File: config.mk
export PLATFORM = sky130hd
export DESIGN_NAME = acc_exec_unit
export DESIGN_NICKNAME = d
export VERILOG_FILES = /design/src/rtl/alu_pkg.sv /design/src/rtl/acc_op_decode.sv /design/src/rtl/acc_exec_unit.sv
export SDC_FILE = /design/constraint.sdc
export NUM_CORES = 1
export LEC_CHECK = 0
export CORE_ASPECT_RATIO = 0.5
export CORE_UTILIZATION = 32
export CTS_CLUSTER_DIAMETER = 120
export DETAILED_ROUTE_END_ITERATION = 16
export SLEW_MARGIN = 30
export SYNTH_ARGS = -nofsm -noshare
export SYNTH_HDL_FRONTEND = slang
export SYNTH_HIERARCHICAL = 1
export SYNTH_SLANG_ARGS = --single-unit
File: constraint.sdc
create_clock -name clk -period 1.7 [get_ports clk]
set_clock_uncertainty 0.05 [all_clocks]
set_input_delay 0.425 -clock clk [delete_from_list [all_inputs] [get_ports clk]]
set_output_delay 0.425 -clock clk [all_outputs]
set_load 0.03 [all_outputs]
File: src/rtl/alu_pkg.sv
// Shared definitions for the accumulator execute controller: opcodes, flag
// layout, FSM encoding and the ALU strobe vector layout.
package alu_pkg;

    localparam logic [3:0] OP_NOP  = 4'd0;
    localparam logic [3:0] OP_CLR  = 4'd1;
    localparam logic [3:0] OP_ADD  = 4'd2;
    localparam logic [3:0] OP_SUB  = 4'd3;
    localparam logic [3:0] OP_MUL  = 4'd4;
    localparam logic [3:0] OP_DIV  = 4'd5;
    localparam logic [3:0] OP_SHL  = 4'd6;
    localparam logic [3:0] OP_SHR  = 4'd7;
    localparam logic [3:0] OP_AND  = 4'd8;
    localparam logic [3:0] OP_OR   = 4'd9;
    localparam logic [3:0] OP_NOT  = 4'd10;
    localparam logic [3:0] OP_LOAD = 4'd11;

    // Flag register layout {ZF,CF,OF,SF}
    localparam int ZF = 3;
    localparam int CF = 2;
    localparam int OF = 1;
    localparam int SF = 0;

    localparam logic [3:0] FLAGS_RST = 4'b1000;

    localparam logic [1:0] ST_IDLE = 2'd0;
    localparam logic [1:0] ST_EXEC = 2'd1;
    localparam logic [1:0] ST_DONE = 2'd2;

    // Bit positions inside the 10-bit strobe vector (C8..C21 in port order)
    localparam int STB_W   = 10;
    localparam int STB_CLR = 0;
    localparam int STB_ADD = 1;
    localparam int STB_SUB = 2;
    localparam int STB_MUL = 3;
    localparam int STB_DIV = 4;
    localparam int STB_SHL = 5;
    localparam int STB_SHR = 6;
    localparam int STB_AND = 7;
    localparam int STB_OR  = 8;
    localparam int STB_NOT = 9;

    // Flags for a LOAD, which bypasses the ALU: only zero and sign are meaningful.
    function automatic logic [3:0] load_flags(input logic [15:0] value);
        logic [3:0] f;
        f     = 4'b0000;
        f[ZF] = (value == 16'h0000);
        f[CF] = 1'b0;
        f[OF] = 1'b0;
        f[SF] = value[15];
        return f;
    endfunction

endpackage

File: src/rtl/acc_op_decode.sv
// Combinational opcode decode: one-hot ALU strobe vector plus the
// classification bits the sequencer needs (long op, load bypass, illegal).
module acc_op_decode
    import alu_pkg::*;
(
    input  logic [3:0]       op_code,
    output logic [STB_W-1:0] strobes,
    output logic             is_muldiv,
    output logic             is_load,
    output logic             is_illegal
);

    always_comb begin
        strobes    = '0;
        is_muldiv  = 1'b0;
        is_load    = 1'b0;
        is_illegal = 1'b0;
        case (op_code)
            OP_NOP:  ;
            OP_CLR:  strobes[STB_CLR] = 1'b1;
            OP_ADD:  strobes[STB_ADD] = 1'b1;
            OP_SUB:  strobes[STB_SUB] = 1'b1;
            OP_MUL: begin
                strobes[STB_MUL] = 1'b1;
                is_muldiv        = 1'b1;
            end
            OP_DIV: begin
                strobes[STB_DIV] = 1'b1;
                is_muldiv        = 1'b1;
            end
            OP_SHL:  strobes[STB_SHL] = 1'b1;
            OP_SHR:  strobes[STB_SHR] = 1'b1;
            OP_AND:  strobes[STB_AND] = 1'b1;
            OP_OR:   strobes[STB_OR]  = 1'b1;
            OP_NOT:  strobes[STB_NOT] = 1'b1;
            OP_LOAD: is_load = 1'b1;
            default: is_illegal = 1'b1;
        endcase
    end

endmodule

File: src/rtl/acc_exec_unit.sv
// Execute controller owning ACC and the flag register: accepts one op per
// handshake, holds one ALU strobe for the op's latency, then captures the result.
module acc_exec_unit
    import alu_pkg::*;
#(
    parameter logic [3:0] MULDIV_WAIT = 4'd3
) (
    input  logic        clk,
    input  logic        rst_n,
    input  logic        op_valid,
    output logic        op_ready,
    input  logic [3:0]  op_code,
    input  logic [15:0] op_operand,
    output logic        C8,
    output logic        C9,
    output logic        C13,
    output logic        C15,
    output logic        C16,
    output logic        C17,
    output logic        C18,
    output logic        C19,
    output logic        C20,
    output logic        C21,
    output logic [15:0] ACC_out,
    output logic [15:0] BR_out,
    input  logic [15:0] ALU_in,
    input  logic [3:0]  ALUflags_in,
    output logic [3:0]  flags_q,
    output logic        done,
    output logic        err_illegal,
    output logic [1:0]  dbg_state
);

    logic [1:0]       state;
    logic [3:0]       wait_cnt;
    logic [STB_W-1:0] strobe_q;
    logic             load_q;
    logic             illegal_q;

    logic [STB_W-1:0] dec_strobes;
    logic             dec_muldiv;
    logic             dec_load;
    logic             dec_illegal;

    acc_op_decode u_decode (
        .op_code    (op_code),
        .strobes    (dec_strobes),
        .is_muldiv  (dec_muldiv),
        .is_load    (dec_load),
        .is_illegal (dec_illegal)
    );

    // Handshake: a transfer happens on any rising edge where op_valid and
    // op_ready are both high. op_ready is high only in IDLE; op_valid seen
    // while busy is ignored and the producer keeps op_code/op_operand stable.
    assign op_ready = (state == ST_IDLE);

    always_ff @(posedge clk) begin
        if (!rst_n) begin
            state     <= ST_IDLE;
            wait_cnt  <= 4'd0;
            strobe_q  <= '0;
            load_q    <= 1'b0;
            illegal_q <= 1'b0;
            ACC_out   <= 16'h0000;
            BR_out    <= 16'h0000;
            flags_q   <= FLAGS_RST;
        end else begin
            case (state)
                ST_IDLE: begin
                    if (op_valid) begin
                        BR_out    <= op_operand;
                        strobe_q  <= dec_strobes;
                        load_q    <= dec_load;
                        illegal_q <= dec_illegal;
                        wait_cnt  <= dec_muldiv ? MULDIV_WAIT : 4'd1;
                        state     <= ST_EXEC;
                    end
                end
                ST_EXEC: begin
                    if (wait_cnt == 4'd1) begin
                        // LOAD bypasses the ALU; illegal ops leave state untouched.
                        if (load_q) begin
                            ACC_out <= BR_out;
                            flags_q <= load_flags(BR_out);
                        end else if (!illegal_q) begin
                            ACC_out <= ALU_in;
                            flags_q <= ALUflags_in;
                        end
                        strobe_q <= '0;
                        state    <= ST_DONE;
                    end else begin
                        wait_cnt <= wait_cnt - 4'd1;
                    end
                end
                ST_DONE: state <= ST_IDLE;
                default: state <= ST_IDLE;
            endcase
        end
    end

    assign done        = (state == ST_DONE);
    assign err_illegal = done & illegal_q;
    assign dbg_state   = state;

    assign C8  = strobe_q[STB_CLR];
    assign C9  = strobe_q[STB_ADD];
    assign C13 = strobe_q[STB_SUB];
    assign C15 = strobe_q[STB_MUL];
    assign C16 = strobe_q[STB_DIV];
    assign C17 = strobe_q[STB_SHL];
    assign C18 = strobe_q[STB_SHR];
    assign C19 = strobe_q[STB_AND];
    assign C20 = strobe_q[STB_OR];
    assign C21 = strobe_q[STB_NOT];

endmodule

# Word level (Yosys, flattened, before mapping)

Cells that the tools add are included.

Output and inout bits: 51
Bits of input ports: 43
Word-level logic and storage cells: 66
Register bits after elaboration: 54

Equal/unequal tests: 18
Bitwise gates (word level): 1
Reduce and logical (&&, ||, !) cells: 11
$add $sub $neg: 1
Mux-type cells: 27

Operators by type and width:

| operator                                                            | count |
|---|---|
| 16-bit two-way mux                                                  | 2 |
| 10-bit two-way mux                                                  | 2 |
| 10-bit case mux with 2 select lines                                 | 1 |
| 4-bit by 3-bit == test with 1-bit output (second input constant)    | 4 |
| 4-bit == test (second input constant)                               | 4 |
| 16-bit zero test                                                    | 1 |
| 4-bit two-way mux                                                   | 4 |
| 1-bit two-way mux                                                   | 13 |
| 12-bit OR reduction                                                 | 1 |
| 3-bit AND reduction                                                 | 3 |
| 4-bit by 1-bit == test with 1-bit output (second input constant)    | 2 |
| 4-bit by 2-bit == test with 1-bit output (second input constant)    | 2 |
| 2-bit != test (second input constant)                               | 4 |
| 4-bit case mux with 2 select lines                                  | 1 |
| 2-bit two-way mux                                                   | 3 |
| 4-bit zero test                                                     | 1 |
| 2-bit case mux with 2 select lines                                  | 1 |
| 2-bit AND reduction                                                 | 2 |
| 4-bit by 1-bit subtractor with 4-bit output (second input constant) | 1 |
| 2-bit by 1-bit == test with 1-bit output (second input constant)    | 1 |
| 2-bit == test (second input constant)                               | 1 |
| 2-bit zero test                                                     | 1 |
| 2-bit nonzero test                                                  | 1 |
| 2-bit OR reduction                                                  | 1 |
| 1-bit AND                                                           | 1 |

# Longest topological paths before layout

Gate-level depths: netlist of run 1.

Word-level depth: 6
Mapped depth: 7

# Modules after synthesis

The synthesis of run 1 kept the hierarchy.

By module, submodules not included:

| module        | area each (um^2) | instances | cells each |
|---|---|---|---|
| acc_exec_unit | 2367.3           | 1         | 266 |
| acc_op_decode | 242.7            | 1         | 17 |

# Worst setup path before layout of run 1

OpenSTA, ideal clock, no wires.

Path kind: reg2out
From: register state[1], in the netlist dbg_state[1]
To: output err_illegal
Slack: -0.271 ns
Path buffers: 0
Arrival: 1.496 ns
Data required time: 1.225 ns
Stages on the path, launching flop included: 3
Cells stage by stage: dfxtp_1 -> nor2b_1 -> and2_1

Longest elaborated chain between the ends: 2

RTL lines:

| item                   | RTL line             | source |
|---|---|---|
| start, declared        | acc_exec_unit.sv:34  | `logic [1:0] state;` |
| start signal, assigned | acc_exec_unit.sv:60  | `state <= ST_IDLE;` |
| start signal, assigned | acc_exec_unit.sv:77  | `state <= ST_EXEC;` |
| start signal, assigned | acc_exec_unit.sv:91  | `state <= ST_DONE;` |
| 2-bit == test          | acc_exec_unit.sv:102 | `assign done = (state == ST_DONE);` |
| via done               | acc_exec_unit.sv:29  | `output logic done,` |
| 1-bit AND              | acc_exec_unit.sv:103 | `assign err_illegal = done & illegal_q;` |
| end, declared          | acc_exec_unit.sv:30  | `output logic err_illegal,` |

The timed path passes the listed nets, and every way through them passes these cells.

# Worst setup path in the final report of run 1

From: register wait_cnt[1]
To: register flags_q[2]

Longest elaborated chain between the ends: 2

RTL lines:

| item                                     | RTL line            | source |
|---|---|---|
| start, declared                          | acc_exec_unit.sv:35 | `logic [3:0] wait_cnt;` |
| start signal, assigned                   | acc_exec_unit.sv:76 | `wait_cnt <= dec_muldiv ? MULDIV_WAIT : 4'd1;` |
| start signal, assigned                   | acc_exec_unit.sv:93 | `wait_cnt <= wait_cnt - 4'd1;` |
| 4-bit by 1-bit == test with 1-bit output | acc_exec_unit.sv:81 | `if (wait_cnt == 4'd1) begin` |
| 3-bit AND reduction (no source line)     | -                   |  |
| end signal, assigned                     | acc_exec_unit.sv:85 | `flags_q <= load_flags(BR_out);` |
| end signal, assigned                     | acc_exec_unit.sv:88 | `flags_q <= ALUflags_in;` |
| end, declared                            | acc_exec_unit.sv:28 | `output logic [3:0] flags_q,` |

Every way passes these cells.
A chain may end at the register's enable or synchronous reset.

==> run summary, run 1 <==
status = finished with violations
failing checks = negative setup slack
Sink Count = 54
IO Pins = 94
Detailed Route WL = 7430 µm
Initial Util = 34.4%
Max VDD drop = 405 µV
Netlist cell types = 37
initial DRC count = 103
Mapped Area = 2610 µm²
kind of critical path = flop to flop
Final Wtd Congestion = 0.762
post-DR wirelength/cell = 14.5 µm
Final Slew Violations = 0
total CTS buffers = 5
commonest cells in the netlist = nand2_1 (75), dfxtp_1 (54), o211a_1 (19), a21boi_0 (18), mux2i_1 (17)
YS warnings = 6
sequential element share of the synthesized area = 41.4%
Tcrit/Tclk final = 105%
die area = 8540 µm²
Syn-to-layout area delta = 58.1%
HP Start = illegal_q
clock root buffer = clkbuf_16
worst reg-to-reg setup slack = -0.09 ns
CTS tree = done
first-pass GRT wire length = 11,200 µm
share of the synthesized area in the top cell type = 41.4%
layout cells sized above 1 = 20.3%
synthesis-stage register bit count = 54
DRC Markers = 0
Async SR Flop Fraction = 0%
worst r2r src = wait_cnt[1]
Core ar. = 7600 µm²
post-route ant nets = 0
Post-synth EDFFs = 0
Hold Fails Final Rpt = 0
final worst slack = -0.0877 ns
slew at the pin closest to its max-slew limit = 0.388 ns
initial antenna violation count = 0
Avg Cell Area, Syn = 9.22 µm²
Hold Path Sink = illegal_q
Hold Slack = 0.436 ns
num rows = 22
cell with the most instances after synthesis = nand2_1
RSZ-0062 raised after global routing = yes
critical path endpoint category = flop
synth top area cells = dfxtp_1 (41%), nand2_1 (11%), o211a_1 (7.3%)
leak pwr = 1.99 nW
Worst Hold Class = flop to flop
worst reg-to-reg path cell count = 8
Hold Path Stages = 2
Rel. slew slack = 74.1%
grt total ovfl = 0
startpoint types = flop
largest net degree at the start of global routing = 54
Skew-Pair Late Insertion Delay = 0.29 ns
Cells after Synth = 283
worst-path maximum fanout = 6
# port buffers = 93
Period minus WS final = 1.79 ns
Power Density = 783 nW/µm²
Critical Path RT = 1.84 ns
via/cell ratio = 4.68
top_reg_cell synth = dfxtp_1
nets@finish = 448
critical path data arrival time = 1.92 ns
Post-Layout Cell Count = 512
dpl cells = 497
htree depth = 2
register clock-pin slew on the reported worst setup and hold paths = 0.07 ns
Ant. Diodes = 0
Die X = 130 µm
CTS Hold Buffers Added = 0
# setup viols final = 20
RR Endpoint = flags_q[2]
Max Root-Sink Buffers = 2
Vias = 2,397
highest clock rate = 559 MHz
syn_nets = 328
DPL Wire Length = 5310 µm
Die H = 65.9 µm
drt first pass iters = 4
GR Util All Layers = 16.9%
vias in the first global route = 2,290
cell type with the highest aggregate area in the netlist = dfxtp_1
max cap viols = 0
[cells in the final DEF (no fill, tap or decap), drive strengths merged]
cell type	netlist	final
nand3b	3	3
clkinv	0	2
ha	2	2
o2111ai	1	1
o211a	19	19
a21boi	20	20
and4b	2	2
and4bb	5	5
nor3b	3	3
nand2	75	75
nor4	2	2
nor2b	3	3
nor3	3	3
clkdlybuf4s50	0	42
and2	13	13
nand4	1	1
xor2	2	2
clkbuf	11	9
nor4b	5	5
o21ai	11	11
nor2	6	6
dfxtp	54	54
o21a	1	1
nand3	3	3
or3b	2	2
and3	2	2
buf	11	43
dlygate4sd2	0	47
mux2i	17	17
inv	3	3
nand2b	3	3
[per-stage QoR]
stage	util, %	cell area, µm²	power (mW)	setup TNS (ns)	setup slack [ns]
after floorplan	-	2620	1.85	-0.00966	-0.00966
after global placement	50.4	3830	2.21	-8.35	-0.326
after detailed placement	50.4	3830	2.23	-9.13	-0.376
after CTS	51.6	3920	3.20	-0.000990	-0.000739
after global routing	54.3	4130	3.41	-2.44	-0.138
final	54.3	4130	3.23	-1.25	-0.0877
[timing repair]
action | in CTS | in global routing
resized for setup | 53 | 21
pin swaps | 0 | 4
cloned | 0 | 5
setup buffers | 0 | 2
setup endpoints to repair | 79 | 27
[routing by layer]
metal / GRT usage, % / wire, µm / vias up
li1: - / - / 1213
met1: 21.7 / 3540 / 1147
met2: 29.5 / 3650 / 37
met3: 3.72 / 245 / 0
met4: 2.76 / 0 / 0
met5: 0 / 0 / -
[cells by family after synthesis]
logic type | Yosys count | share of synthesized area (%)
muxes | 17 | 6.52
xor gates and xnor gates | 2 | 0.671
DFF | 54 | 41.4
buffers and inverters | 25 | 5.61
adders and majority gates | 2 | 0.959
and+or+nand+nor | 131 | 29.1
AOI/OAI and AO/OA | 52 | 15.8
[critical path, stage by stage, from the launching register on]
cell and delay, ns:
dfxtp_2 0.33, inv_2 0.07, ha_4 0.12, or3b_4 0.41, nor3_4 0.21, buf_12 0.16, clkbuf_16 0.16, nand2b_4 0.11
a21boi_1 0.05
[state kept, by name, indices dropped and copies added, names as in the netlist]
| name | flops |
|---|---|
| dbg_state | 2 |
| strobe_q | 10 |
| wait_cnt | 4 |
| flags_q | 4 |
| ACC_out | 16 |
| load_q | 1 |
| illegal_q | 1 |
| BR_out | 16 |
[worst max path at each step]
stage / from / endpoint / slack [ns] / depth (start not counted)
floorplan: dbg_state[1] / err_illegal / -0.01 / 2
global placement: op_valid / strobe_q[5] / -0.33 / 6
detailed placement: op_valid / strobe_q[8] / -0.38 / 6
CTS: wait_cnt[1] / flags_q[3] / -0.0007 / 7
global route: wait_cnt[1] / flags_q[3] / -0.14 / 8
finish: wait_cnt[1] / flags_q[2] / -0.09 / 8
[final cells by class]
cell class | instances | area [µm²]
multi-input cells | 204 | 1460
well taps | 108 | 135
flip-flops and latches | 54 | 1090
clock buffers | 6 | 129
clock inverters | 2 | 13.8
inverters | 3 | 11.3
repair buffers | 135 | 1290
fillers | 729 | 3470
[power breakdown]
part	total [mW]	internal, mW	switching [mW]
Sequential	1.39	1.34	0.0495
Combinational	0.835	0.398	0.437
Clock	1.01	0.548	0.458
(Power assumes the default switching activity.)
==> run 2, diff against run 1 <==
Settings changed: SLEW_MARGIN 30 to unset.
==> results of run 2 <==
Same layout as run 1: the final DEF is identical, and so are final timing and power.
